$ cat src/rtl/gte_mac_accum.sv
// gte_mac_accum: pipelined signed multiply-accumulate with a 44-bit wrapping accumulator,
// sticky overflow flags and an optional >>>12 on the 32-bit result.
module gte_mac_accum #(
  parameter int MULW = 16,
  parameter int ACCW = 44,
  parameter int OUTW = 32
) (
  input  logic                   i_clk,
  input  logic                   i_rst,
  input  logic                   i_valid,
  input  logic                   i_first,
  input  logic                   i_last,
  input  logic                   i_sf,
  input  logic signed [MULW-1:0] i_a,
  input  logic signed [MULW-1:0] i_b,
  input  logic signed [31:0]     i_bias,
  output logic                   o_valid,
  output logic [OUTW-1:0]        o_mac,
  output logic                   o_ovf_pos,
  output logic                   o_ovf_neg,
  output logic                   o_busy
);
  typedef enum logic {IDLE, OPEN} seqState_t;
  localparam int SUMW = ACCW + 2;
  localparam logic signed [SUMW-1:0] accMax = SUMW'((64'sd1 <<< (ACCW - 1)) - 64'sd1);
  localparam logic signed [SUMW-1:0] accMin = ~accMax;
  seqState_t state, stateNext;
  logic accept, pValid, pFirst, pLast, pSf, stickyPos, stickyNeg, flagPos, flagNeg;
  logic signed [2*MULW-1:0] pProd;
  logic signed [31:0] pBias;
  logic [ACCW-1:0] acc;
  logic signed [SUMW-1:0] base, sum;
  logic [OUTW-1:0] macNext;

  always_comb begin
    accept = i_valid && (i_first || state == OPEN);
    stateNext = accept ? (i_last ? IDLE : OPEN) : state;
    base = pFirst ? SUMW'(pBias) <<< 12 : SUMW'(signed'(acc));
    sum = base + SUMW'(pProd);
    flagPos = (!pFirst && stickyPos) || sum > accMax;
    flagNeg = (!pFirst && stickyNeg) || sum < accMin;
    macNext = OUTW'(signed'(sum[ACCW-1:0]) >>> (pSf ? 12 : 0));
  end

  always_ff @(posedge i_clk or posedge i_rst)
    if (i_rst) state <= IDLE;
    else state <= stateNext;

  always_ff @(posedge i_clk or posedge i_rst) begin
    if (i_rst) begin
      pValid <= 1'b0;
      pFirst <= 1'b0;
      pLast <= 1'b0;
      pSf <= 1'b0;
      pProd <= '0;
      pBias <= '0;
      acc <= '0;
      stickyPos <= 1'b0;
      stickyNeg <= 1'b0;
      o_valid <= 1'b0;
      o_mac <= '0;
      o_ovf_pos <= 1'b0;
      o_ovf_neg <= 1'b0;
      o_busy <= 1'b0;
    end else begin
      pValid <= accept;
      if (accept) begin
        pFirst <= i_first;
        pLast <= i_last;
        pSf <= i_sf;
        pProd <= (2*MULW)'(i_a) * (2*MULW)'(i_b);
        pBias <= i_bias;
      end
      if (pValid) begin
        acc <= sum[ACCW-1:0];
        stickyPos <= flagPos;
        stickyNeg <= flagNeg;
      end
      o_valid <= pValid && pLast;
      if (pValid && pLast) begin
        o_mac <= macNext;
        o_ovf_pos <= flagPos;
        o_ovf_neg <= flagNeg;
      end
      // A new open sequence wins over the retirement of the previous last beat
      o_busy <= (accept && i_first && !i_last) ? 1'b1 : (pValid && pLast) ? 1'b0 : o_busy;
    end
  end
endmodule
$ cat config.mk
export PLATFORM = sky130hd
export DESIGN_NAME = gte_mac_accum
export DESIGN_NICKNAME = d
export VERILOG_FILES = /design/src/rtl/gte_mac_accum.sv
export SDC_FILE = /design/constraint.sdc
export NUM_CORES = 1
export LEC_CHECK = 0
export CORE_ASPECT_RATIO = 0.6
export CORE_MARGIN = 5
export CORE_UTILIZATION = 40
export CTS_BUF_LIST = sky130_fd_sc_hd__clkbuf_16
export DETAILED_ROUTE_END_ITERATION = 8
export HOLD_SLACK_MARGIN = 0.08
export PLACE_DENSITY = 0.57
export SYNTH_ARGS = -nofsm -noshare
export SYNTH_HDL_FRONTEND = slang
export SYNTH_SLANG_ARGS = --single-unit
$ cat constraint.sdc
create_clock -name i_clk -period 6.1 [get_ports i_clk]
set_input_delay 1.525 -clock i_clk [delete_from_list [all_inputs] [get_ports i_clk]]
set_output_delay 1.525 -clock i_clk [all_outputs]
set_load 0.02 [all_outputs]
==> run_results.csv <==
group,metric,value,unit
sta,hold_violations,0,
yosys,syn-num-nets,2538,
setup_path,cp.arrival,7.08,ns
sta,slew_viol_final,0,
clock_network,ctsHoldBuffers,0,
clock_network,cts_max_path_buffers,2,
worst_hold_path,hold_depth,2,
clock_network,insertion_delay,0.44,ns
yosys,async_reset_ff_share,100.0,%
run_status,violations,"setup timing",
floorplan,dieWidth,290.6,um
final_layout,fin_nets,2854,
final_layout,drive_gt1_share,25.25,%
flow_run,drv_cap,0,
sta,setup_viol,17,
detailed_routing,wl,54850,um
detailed_routing,drtIter0Drc,1030,
sta,fin_worst_skew,0.01054,ns
floorplan,core_area,46480,um2
final_layout,area_growth,29.67,%
global_routing,grt_max_degree,78,
clock_network,cts_tree,"yes",
worst_hold_path,min_path_type,"reg2reg",
yosys,ys_top_cells_by_area,"fa_1 (28%), dfrtp_1 (20%), ha_1 (8.3%), nand2_1 (6.9%), inv_1 (6.4%)",
yosys,yosys_warnings,0,
floorplan,dieArea,51820,um2
floorplan,row_count,61,
place,hpwl,41720,um
detailed_routing,wl_met3,3996,um
clock_network,clk_pin_slew,0.07,ns
sta,fin_crit_sh,111.3,%
clock_network,cts_buffers,17,
detailed_routing,antenna_left,0,
place,globalplace.congestion,0.9067,
setup_path,endpoint_kind,"flop",
yosys,syn-cell-area,18890,um2
yosys,ys_seq_elements,151,
sta,worst_slew_pin_slew,0.8748,ns
detailed_routing,wl_met1,27100,um
floorplan,io_pins,106,
yosys,synth_top_area_share,27.87,%
yosys,yosysSeqAreaShare,20.00,%
global_routing,grt.total_usage,21.61,%
floorplan,initial_core_util,40.65,%
yosys,syn_avg_cell_area,9.088,um2
setup_path,worstPathRequired,6.40,ns
floorplan,die_h,178.4,um
detailed_routing,highest_layer,"met4",
detailed_routing,drc_errors,0,
sta,grt_setup_unrepaired,"true",
clock_network,cts_htree_levels,4,
yosys,synthFlopType,"dfrtp_1",
setup_path,start_kind,"input port",
place,port_buffers,105,
final_layout,diodes,0,
setup_path,worst-r2r-cell-count,12,
final_layout,nFillCells,4226,
yosys,synth_cells,2079,
yosys,synthMostInstantiatedCell,"nand2_1",
sta,finalWorstSetupSlack,-0.6872,ns
detailed_routing,wl_met2,23050,um
sta,relSlewSlack,41.60,%
sta,min_period,6.787,ns
detailed_routing,wl_per_cell,18.05,um
setup_path,crit_fanout,8,
sta,whs,0.4731,ns
global_routing,grt_first_pass_wirelength,89310,um
setup_path,criticalPathCategory,"in2reg",
clock_network,cts_sinks,151,
detailed_routing,viasPerCell,5.143,
yosys,synth_top_area_cell,"fa_1",
yosys,synth-edff-count,0,
detailed_routing,route.vias.total,15623,
clock_network,root_buffer,"clkbuf_16",
global_routing,antenna_found_initial,1,
run_status,outcome,"finished with violations",
yosys,yosys-top-cells-count,"nand2_1 (345), inv_1 (323), fa_1 (263), dfrtp_1 (151), and2_1 (135)",
global_routing,grt-ovfl-total,0,
sta,timing.fmax,147.3,MHz
detailed_routing,dr.pass1.iters,5,
global_routing,grt_pass1_vias,16530,
yosys,synthDistinctLibCells,79,
[worst max-delay path, cell delays in order]
cell and delay (ns):
buf_8 0.11, buf_12 0.14, buf_4 0.13, and2_4 0.13
fa_1 0.49, inv_2 0.04, fa_1 0.46, inv_1 0.08
ha_2 0.18, inv_2 0.04, fa_1 0.52, inv_2 0.05
fa_1 0.51, inv_2 0.04, fa_1 0.55, inv_2 0.05
ha_4 0.17, or3_4 0.35, o221ai_4 0.24, a21oi_4 0.10
o211ai_1 0.57, nand3_1 0.18, a31oi_2 0.19, xnor2_1 0.13
o21ai_0 0.08
[area by class of cell]
class,count,area (um2),area share [%]
Clock buffer,17,425.4,1.736
Clock inverter,15,217.7,0.8886
Multi-Input combinational cell,1523,14330,58.48
Inverter,325,1232,5.030
Timing Repair Buffer,377,3727,15.21
Tap cell,630,788.3,3.217
Sequential cell,151,3781,15.43
[registers in the layout (all words and copies together) (netlist names), 32 cells and up]
signal	count
acc	44
pProd	32
pBias	32
o_mac	32
[timing repair]
item | in CTS | in global routing
gates cloned | 12 | 1
resized for setup | 293 | 82
endpoints found under the setup margin | 22 | 21
setup buffers | 71 | 13
pin swaps | 119 | 64
[per-stage QoR]
| stage | setup slack [ns] | std cells | instance area [um2] | setup TNS [ns] | utilization, % |
|---|---|---|---|---|---|
| finish | -0.6872 | 3038 | 24500 | -7.096 | 52.71 |
| floorplan | -0.5954 | 2079 | 19320 | -5.861 | - |
| CTS | -0.6338 | 3029 | 24230 | -6.648 | 52.12 |
| detailed placement | -1.568 | 2914 | 22290 | -27.55 | 47.96 |
| global route | -0.8345 | 3038 | 24500 | -10.03 | 52.71 |
| global placement | -1.486 | 2914 | 22290 | -26.06 | 47.96 |
[cells in the final DEF, fill, tap and decap left out, types with 12 or more instances in the layout]
cell type,synthesis,final
inv_2,1,31
a21oi_1,71,57
and2_4,0,33
a21o_1,34,34
inv_1,323,290
nor2_1,77,73
nand2_1,345,330
nor3_1,17,15
xnor2_1,43,42
nand2b_1,15,12
o21ai_0,88,72
ha_4,0,16
clkbuf_16,0,18
xor2_1,30,30
fa_1,263,240
nand3_1,17,16
o21ai_1,5,15
a21oi_2,5,16
fa_2,0,23
clkdlybuf4s50_1,0,74
nor2b_1,19,16
mux2i_1,13,13
mux2_2,64,64
buf_12,0,20
dfrtp_1,151,149
ha_1,126,105
buf_6,2,55
buf_4,0,195
and2_1,135,102
[path summary, 6_finish.rpt]
check	slack, ns	endpoint	startpoint
setup / recovery	-0.69	pProd[31]$_DFFE_PP0P_	i_b[6]
hold reg to reg	0.47	pBias[10]$_DFFE_PP0P_	pBias[10]$_DFFE_PP0P_
max in group asynchronous	3.64	pBias[11]$_DFFE_PP0P_	i_rst
min in group asynchronous	1.59	o_mac[6]$_DFFE_PP0P_	i_rst
hold / removal	0.47	pBias[10]$_DFFE_PP0P_	pBias[10]$_DFFE_PP0P_
setup reg to reg	1.63	stickyNeg$_DFFE_PP0P_	pFirst$_DFFE_PP0P_
[per-layer routing]
layer / vias to the layer above / track usage, %
li1: 7276 / -
met1: 7850 / 32.97
met2: 451 / 31.85
met3: 46 / 4.990
met4: 0 / 3.702
met5: - / 0
[cells by family (layout without fill, tap and decap cells)]
group           count (synthesis)  count (layout)  synth area share, %
fa+ha+maj                     389             389                36.21
compound gates                317             317                11.30
flops                         151             151                20.00
mux                            78              78                4.582
simple gates                  666             666                16.38
buf+inv                       405             734                8.145
xor+xnor                       73              73                3.384
Power is left out: the tool's default activity adds up to more than one toggle a clock period on the data nets, which glitch-free logic cannot reach.
